--- src/rtl/ysyx_25070198_pkg.sv ---
// Shared types for the memory-port arbiter: FSM state encoding, requester
// identity and bus widths.
package ysyx_25070198_pkg;

   localparam int MEM_ADDR_W = 32;
   localparam int MEM_DATA_W = 32;

   typedef enum logic [1:0] {
      IDLE = 2'd0,
      REQ  = 2'd1,
      WAIT = 2'd2,
      RESP = 2'd3
   } mem_arb_state_t;

   typedef enum logic {
      OWN_IFU = 1'b0,
      OWN_LSU = 1'b1
   } req_owner_t;

endpackage

--- src/rtl/ysyx_25070198_rr_arb2.sv ---
// Combinational two-way round-robin grant; on a tie the requester that was
// not granted last wins. gnt[0] is the IFU side, gnt[1] the LSU side.
module ysyx_25070198_rr_arb2
   import ysyx_25070198_pkg::*;
(
   input  logic [1:0] req,
   input  req_owner_t last_grant,
   output logic [1:0] gnt
);

   // One-hot grant selection
   always_comb begin
      gnt = 2'b00;
      case (req)
         2'b01:   gnt = 2'b01;
         2'b10:   gnt = 2'b10;
         2'b11:   gnt = (last_grant == OWN_IFU) ? 2'b10 : 2'b01;
         default: gnt = 2'b00;
      endcase
   end

endmodule

--- src/rtl/ysyx_25070198_mem_arb.sv ---
// Shares the single core memory port between IFU and LSU: round-robin
// arbitration, one outstanding transaction, per-transaction response timeout.
module ysyx_25070198_mem_arb
   import ysyx_25070198_pkg::*;
#(
   parameter int TIMEOUT_CYC = 255,
   parameter int CNT_W       = 8
) (
   input  logic                  clk,
   input  logic                  rst,
   input  logic                  ifu_reqValid,
   output logic                  ifu_reqReady,
   input  logic [MEM_ADDR_W-1:0] ifu_raddr,
   output logic                  ifu_respValid,
   output logic [MEM_DATA_W-1:0] ifu_rdata,
   output logic                  ifu_err,
   input  logic                  lsu_reqValid,
   output logic                  lsu_reqReady,
   input  logic [MEM_ADDR_W-1:0] lsu_addr,
   input  logic                  lsu_wen,
   input  logic [MEM_DATA_W-1:0] lsu_wdata,
   input  logic [3:0]            lsu_wmask,
   output logic                  lsu_respValid,
   output logic [MEM_DATA_W-1:0] lsu_rdata,
   output logic                  lsu_err,
   output logic                  mem_reqValid,
   input  logic                  mem_reqReady,
   output logic [MEM_ADDR_W-1:0] mem_addr,
   output logic                  mem_wen,
   output logic [MEM_DATA_W-1:0] mem_wdata,
   output logic [3:0]            mem_wmask,
   input  logic                  mem_respValid,
   input  logic [MEM_DATA_W-1:0] mem_rdata
);

   localparam bit             TO_EN   = (TIMEOUT_CYC != 0);
   localparam logic [CNT_W-1:0] TO_LAST = CNT_W'(TIMEOUT_CYC - 1);
   localparam logic [CNT_W-1:0] CNT_MAX = {CNT_W{1'b1}};

   mem_arb_state_t        state_q, state_d;
   req_owner_t            owner_q, owner_d;
   req_owner_t            last_q, last_d;
   logic [CNT_W-1:0]      cnt_q, cnt_d;
   logic [MEM_ADDR_W-1:0] addr_q, addr_d;
   logic                  wen_q, wen_d;
   logic [MEM_DATA_W-1:0] wdata_q, wdata_d;
   logic [3:0]            wmask_q, wmask_d;
   logic [MEM_DATA_W-1:0] ifu_rdata_q, ifu_rdata_d;
   logic [MEM_DATA_W-1:0] lsu_rdata_q, lsu_rdata_d;
   logic                  err_q, err_d;
   logic [1:0]            gnt_s;
   logic                  idle_s;
   logic                  resp_s;

   ysyx_25070198_rr_arb2 u_rr_arb2 (
      .req        ({lsu_reqValid, ifu_reqValid}),
      .last_grant (last_q),
      .gnt        (gnt_s)
   );

   // Ready is suppressed while reset is asserted so no handshake is seen on a reset edge
   assign idle_s        = rst & (state_q == IDLE);
   assign resp_s        = (state_q == RESP);
   assign ifu_reqReady  = idle_s & gnt_s[0];
   assign lsu_reqReady  = idle_s & gnt_s[1];
   assign ifu_respValid = resp_s & (owner_q == OWN_IFU);
   assign lsu_respValid = resp_s & (owner_q == OWN_LSU);
   assign ifu_err       = ifu_respValid & err_q;
   assign lsu_err       = lsu_respValid & err_q;
   assign ifu_rdata     = ifu_rdata_q;
   assign lsu_rdata     = lsu_rdata_q;
   assign mem_reqValid  = (state_q == REQ);
   assign mem_addr      = addr_q;
   assign mem_wen       = wen_q;
   assign mem_wdata     = wdata_q;
   assign mem_wmask     = wmask_q;

   // Next-state and datapath capture for the transaction FSM
   always_comb begin
      state_d     = state_q;
      owner_d     = owner_q;
      last_d      = last_q;
      cnt_d       = cnt_q;
      addr_d      = addr_q;
      wen_d       = wen_q;
      wdata_d     = wdata_q;
      wmask_d     = wmask_q;
      ifu_rdata_d = ifu_rdata_q;
      lsu_rdata_d = lsu_rdata_q;
      err_d       = err_q;
      case (state_q)
         IDLE: begin
            if (gnt_s != 2'b00) begin
               owner_d = gnt_s[1] ? OWN_LSU : OWN_IFU;
               last_d  = gnt_s[1] ? OWN_LSU : OWN_IFU;
               addr_d  = gnt_s[1] ? lsu_addr : ifu_raddr;
               wen_d   = gnt_s[1] & lsu_wen;
               wdata_d = gnt_s[1] ? lsu_wdata : {MEM_DATA_W{1'b0}};
               wmask_d = gnt_s[1] ? lsu_wmask : 4'b0000;
               state_d = REQ;
            end else begin
               state_d = IDLE;
            end
         end
         REQ: begin
            if (mem_reqReady) begin
               cnt_d   = {CNT_W{1'b0}};
               state_d = WAIT;
            end else begin
               state_d = REQ;
            end
         end
         WAIT: begin
            if (mem_respValid) begin
               if (owner_q == OWN_LSU) begin
                  lsu_rdata_d = wen_q ? {MEM_DATA_W{1'b0}} : mem_rdata;
               end else begin
                  ifu_rdata_d = mem_rdata;
               end
               err_d   = 1'b0;
               state_d = RESP;
            end else if (TO_EN && (cnt_q == TO_LAST)) begin
               if (owner_q == OWN_LSU) begin
                  lsu_rdata_d = {MEM_DATA_W{1'b0}};
               end else begin
                  ifu_rdata_d = {MEM_DATA_W{1'b0}};
               end
               err_d   = 1'b1;
               state_d = RESP;
            end else begin
               cnt_d = (cnt_q != CNT_MAX) ? (cnt_q + CNT_W'(1)) : cnt_q;
            end
         end
         RESP: begin
            state_d = IDLE;
         end
         default: begin
            state_d = IDLE;
         end
      endcase
   end

   // State and datapath registers, synchronous active-low reset
   always_ff @(posedge clk) begin
      if (!rst) begin
         state_q     <= IDLE;
         owner_q     <= OWN_IFU;
         last_q      <= OWN_IFU;
         cnt_q       <= {CNT_W{1'b0}};
         addr_q      <= {MEM_ADDR_W{1'b0}};
         wen_q       <= 1'b0;
         wdata_q     <= {MEM_DATA_W{1'b0}};
         wmask_q     <= 4'b0000;
         ifu_rdata_q <= {MEM_DATA_W{1'b0}};
         lsu_rdata_q <= {MEM_DATA_W{1'b0}};
         err_q       <= 1'b0;
      end else begin
         state_q     <= state_d;
         owner_q     <= owner_d;
         last_q      <= last_d;
         cnt_q       <= cnt_d;
         addr_q      <= addr_d;
         wen_q       <= wen_d;
         wdata_q     <= wdata_d;
         wmask_q     <= wmask_d;
         ifu_rdata_q <= ifu_rdata_d;
         lsu_rdata_q <= lsu_rdata_d;
         err_q       <= err_d;
      end
   end

endmodule

--- config.mk ---
export PLATFORM = sky130hd
export DESIGN_NAME = ysyx_25070198_mem_arb
export DESIGN_NICKNAME = d
export VERILOG_FILES = /design/src/rtl/ysyx_25070198_pkg.sv /design/src/rtl/ysyx_25070198_rr_arb2.sv /design/src/rtl/ysyx_25070198_mem_arb.sv
export SDC_FILE = /design/constraint.sdc
export NUM_CORES = 1
export LEC_CHECK = 0
export CAP_MARGIN = 20
export CELL_PAD_IN_SITES_DETAIL_PLACEMENT = 0
export CELL_PAD_IN_SITES_GLOBAL_PLACEMENT = 2
export CORE_MARGIN = 5
export CORE_UTILIZATION = 23
export CTS_CLUSTER_DIAMETER = 50
export DETAILED_ROUTE_END_ITERATION = 10
export HOLD_SLACK_MARGIN = 0.06
export PLACE_DENSITY_LB_ADDON = 0.1
export SLEW_MARGIN = 20
export SYNTH_ARGS = -nofsm -noshare
export SYNTH_HDL_FRONTEND = slang
export SYNTH_SLANG_ARGS = --single-unit
--- constraint.sdc ---
create_clock -name clk -period 4.55 [get_ports clk]
set_clock_uncertainty 0.1 [all_clocks]
set_input_delay 0.6825 -clock clk [delete_from_list [all_inputs] [get_ports clk]]
set_output_delay 0.6825 -clock clk [all_outputs]
set_load 0.05 [all_outputs]
==> After elaboration in Yosys (flattened, before gate mapping) <==
Cells that the tools add are included.
{ "totals": {"rom_bits": 0, "out_inout_bits": 140, "ramBits": 0, "memories": 0, "latchBits": 0, "in_bits": 139, "regBits": 145, "wordCells": 69} }
{ "classes": {"bitwise": 9, "eq_ne": 13, "shift": 0, "add_sub_neg": 1, "div_mod_pow": 0, "n_reduce_logical": 9, "magnitude_cmp": 0, "n_mux": 27, "mul": 0} }
{ "ops": {"columns": ["operator", "count"], "rows": [
  ["$mux 32", 11],
  ["$mux 8", 4],
  ["$pmux 8 s2", 1],
  ["$add 8x1->8 const B", 1],
  ["$and 1x1->1", 8],
  ["$eq 2x2->1 const B", 4],
  ["$eq 8x8->1 const B", 1],
  ["$mux 2", 4],
  ["$ne 8x8->1 const B", 1],
  ["$pmux 2 s4", 1],
  ["$ne 2x2->1 const B", 3],
  ["$pmux 2 s3", 1],
  ["$reduce_and 3->1", 2],
  ["$reduce_bool 2->1", 3],
  ["$reduce_and 5->1", 1],
  ["$eq 2x1->1 const B", 2],
  ["$mux 1", 4],
  ["$mux 4", 1],
  ["$reduce_and 2->1", 2],
  ["$ne 3x3->1 const B", 1],
  ["$logic_not 2->1", 1],
  ["$ne 2x1->1 const B", 1],
  ["$not 1->1", 1]
]} }

==> Depth between registers and ports, before layout <==
{ "depth": {"ltp_word": 5, "depth_mapped": 8} }

==> Cells and area by module <==
A second synthesis with hierarchy kept.
{ "unflattened": {"hier_cells": 659, "hier_area_um2": 5918.2} }
{ "modules_own_cells": {"columns": ["module", "instances", "seq_area_each_um2", "cells_per_inst", "area_per_inst_um2"], "rows": [
  ["ysyx_25070198_mem_arb", 1, 2902.8, 656, 5899.4],
  ["ysyx_25070198_rr_arb2", 1, 0.0, 3, 18.8]
]} }

==> Least setup slack after synthesis <==
OpenSTA, ideal clock, no wires.
{ "synth_path": {"path_type": "flip-flop to output port", "from": "register state_q[0]", "to": "output ifu_err", "arrival_ns": 1.802, "path_slack_ns": 1.966, "required_ns": 3.768, "path_stages_with_launch": 4, "path_cell_list": "dfxtp_1 > ha_1 > nor2b_1 > and2_1"} }
{ "synth_via": {"elab_chain_cells": 3} }
{ "synth_lines": {"columns": ["element", "line", "source"], "rows": [
  ["from (decl)", "ysyx_25070198_mem_arb.sv:40", "mem_arb_state_t state_q, state_d;"],
  ["from (signal assigned)", "ysyx_25070198_mem_arb.sv:158", "state_q <= state_d;"],
  ["$eq 2x2->1", "ysyx_25070198_mem_arb.sv:63", "assign resp_s = (state_q == RESP);"],
  ["$and 1x1->1", "ysyx_25070198_mem_arb.sv:66", "assign ifu_respValid = resp_s & (owner_q == OWN_IFU);"],
  ["named net ifu_respValid", "ysyx_25070198_mem_arb.sv:14", "output logic ifu_respValid,"],
  ["$and 1x1->1", "ysyx_25070198_mem_arb.sv:68", "assign ifu_err = ifu_respValid & err_q;"],
  ["to (decl)", "ysyx_25070198_mem_arb.sv:16", "output logic ifu_err,"]
]} }
The timed path passes the listed nets, and every way through them passes these cells.

==> Final worst setup path <==
{ "layout_path": {"from": "input ifu_reqValid", "to": "output ifu_reqReady"} }
{ "layout_via": {"elab_chain_cells": 3} }
{ "layout_lines": {"columns": ["element", "line", "source"], "rows": [
  ["from (decl)", "ysyx_25070198_mem_arb.sv:11", "input logic ifu_reqValid,"],
  ["$eq 2x2->1 or $eq 2x1->1 (tied branches)", "ysyx_25070198_rr_arb2.sv:14", "case (req)"],
  ["$pmux 2 s3 *", "ysyx_25070198_rr_arb2.sv:14", null],
  ["$and 1x1->1 *", "ysyx_25070198_mem_arb.sv:64", "assign ifu_reqReady = idle_s & gnt_s[0];"],
  ["to (decl)", "ysyx_25070198_mem_arb.sv:12", "output logic ifu_reqReady,"]
]} }
Every way passes the cells marked *; elsewhere a longest branch is shown, timed or not.

==> results.json <==
{
  "ys_types": 38,
  "grt_first_pass_wirelength_um": 35100,
  "end_kind": "output pin",
  "peakVddDrop_uv": 210,
  "root_buffer": "clkbuf_16",
  "cts_buffer_depth": 2,
  "synth_top_area_share": 0.516,
  "firstDrtPassIters": 4,
  "fin_ws_ns": 0.918,
  "dpl.hpwl_um": 15800,
  "max_clock_freq_mhz": 275,
  "synthCells": 664,
  "critPathArrivalTime_ns": 2.85,
  "period_share": 0.798,
  "netlist_area_um2": 5630,
  "post_cts_buffers": 0,
  "drt_iter0_markers": 283,
  "vias_per_cell": 4.72,
  "finalSetupViolations": 0,
  "cts_buffers": 17,
  "yosysTopAreaCell": "dfxtp_1",
  "io_buffers": 278,
  "outcome": "complete, no violations",
  "cp_max_fo": 33,
  "yosysWarnings": 0,
  "synth.area.top_cells": "dfxtp_1 52%, a21oi_1 9.0%, nand2_1 7.3%, o21ai_0 5.8%, o221ai_1 5.0%",
  "nNetsFinal": 1060,
  "overflow": 0,
  "grt_use_total": 0.158,
  "dieArea_um2": 27700,
  "coreArea_um2": 24200,
  "drive_above_1_share": 0.0572,
  "leakage_nw": 3.12,
  "report.final.slew_viol_count": 0,
  "fin_tns_setup_ns": 0,
  "die_x_um": 166,
  "rsz0062_at_grt": "no",
  "grt_pass1_vias": 5911,
  "cts-resized-gates": 0,
  "die_h_um": 166,
  "hp-class": "reg -> reg",
  "cellPowerDensity_nw_per_um2": 371,
  "cts_tree": "built",
  "post-place-ws_ns": 0.925,
  "ys_seq_elements": 145,
  "finish.utilization": 0.384,
  "hold_viol": 0,
  "cts_num_sinks": 145,
  "drc": 0,
  "grt_max_degree": 68,
  "syn_avg_cell_area_um2": 8.48,
  "place_congestion": 0.794,
  "worst_slew_pin_slew_ns": 0.744,
  "hold_buffers": 0,
  "min_period_ns": 3.63,
  "synth_seq_area_share": 0.516,
  "critPathKind": "in -> out",
  "ant_nets": 0,
  "antenna_found_initial": 2,
  "fp-row-count": 57,
  "syn-num-nets": 810,
  "clk_latency_ns": 0.42,
  "wl_per_cell_um": 18.1,
  "max-cap-violations": 0,
  "drt_wl_total_um": 22600,
  "relSlewSlack": 0.502,
  "io_pins": 279,
  "start_util": 0.232,
  "path_clk_slew_ns": 0.06,
  "area_growth_pct": 65.3,
  "crit_required_ns": 3.77,
  "p_total_mw": 3.45,
  "crit_path_start_kind": "primary input",
  "num_vias": 5915,
  "htree_levels": 4
}
worst paths after layout:
path                                      to  cells past startpoint    startpoint  slack [ns]
worst min register to register   mem_addr[8]                      2   mem_addr[8]        0.35
worst max-delay path            ifu_reqReady                      5  ifu_reqValid        0.92
worst min-delay path             mem_addr[8]                      2   mem_addr[8]        0.35
worst max register to register  lsu_rdata[4]                      7    state_q[0]        2.11
power breakdown:
group          switching (mW)  internal [mW]  leakage (nW)
logic                   0.407          0.260          1.65
registers              0.0289           1.32          1.18
clock network           0.585          0.847         0.287
cell families (layout without fill, tap and decap cells):
kind of cell,after synthesis,in the layout,share of synthesized area
AO/OA/AOI/OAI,256,256,0.277
adder cells (fa/ha/maj),7,7,0.0156
flip-flops,145,145,0.516
AND/OR/NAND/NOR,188,188,0.142
other,0,2,0
multiplexers,1,1,0.00178
buffers and inverters,67,330,0.0484
placed cells by master (no fill, tap or decap), types with 3 or more instances in the layout:
cell type        instances
clkbuf_16               17
ha_1                     7
inv_1                    8
nand3_1                 10
a21oi_1                101
o221ai_1                32
a22oi_1                 37
and3_1                   4
clkinvlp_4               3
or4_1                    6
a31oi_1                  4
inv_6                    5
and2_1                   4
nand2_1                108
nor3_1                   3
nor2_1                  42
o21ai_0                 65
clkdlybuf4s50_1        278
buf_4                   11
dfxtp_1                145
per-stage QoR:
step | cell area [um2] | std cells | hold WS [ns]
3_5_place_dp | 8700 | 1219 | 0.344
3_3_place_gp | 8690 | 1219 | 0.338
2_1_floorplan | 5630 | 664 | 0.357
5_1_grt | 9310 | 1253 | 0.372
4_1_cts | 9300 | 1251 | 0.353
6_report | 9310 | 1253 | 0.352
metal layers:
metal  global-route usage  vias to the layer above  part of all wire
met3               0.0609                       24             0.082
met4               0.0541                        0             0.019
met5                    0                        -                 0
met2                0.261                      208              0.48
li1                     -                     2885                 -
met1                0.189                     2798              0.42
sequential cells by signal, summed over array words and instances (netlist names), named ones only:
signal / flops
last_q: 1
mem_wdata: 32
mem_addr: 32
cnt_q: 8
state_q: 1
mem_wen: 1
mem_wmask: 4
err_q: 1
lsu_rdata: 32
ifu_rdata: 32
cell type report:
type / instances / area (um2)
Antenna cell: 2 / 5.00
Clock buffer: 19 / 453
Clock inverter: 13 / 149
Fill cell: 2481 / 14900
Inverter: 9 / 36.3
Multi-Input combinational cell: 452 / 2490
Sequential cell: 145 / 2900
Tap cell: 324 / 405
Timing Repair Buffer: 289 / 2870
synthesized netlist by cell type:
cell      number
dfxtp_1      145
nand2_1      109
a21oi_1      101
o21ai_0       65
clkbuf_1      46
nor2_1        43
a22oi_1       37
o221ai_1      32
buf_2         11
nand3_1       10
inv_1          8
ha_1           7
or4_1          6
a31oi_1        4
and2_1         4
and3_1         4
nor3_1         3
nand2b_1       2
nand4_1        2
nor2b_1        2
o211ai_1       2
o21a_1         2
o21ai_1        2
o311a_1        2
o311ai_0       2
a21boi_1       1
a21boi_2       1
a221o_1        1
a41oi_1        1
buf_6          1
clkinv_1       1
mux2i_1        1
nand3_2        1
nor3b_1        1
nor4_2         1
o311ai_1       1
o31a_1         1
o31ai_2        1
worst max-delay path, cell delays in order:
cell,delay (ns)
clkdlybuf4s50_1,0.62
a21boi_2,0.21
buf_4,0.34
and3_1,0.20
clkdlybuf4s50_1,0.79
Power figures use the tool's default switching activity.
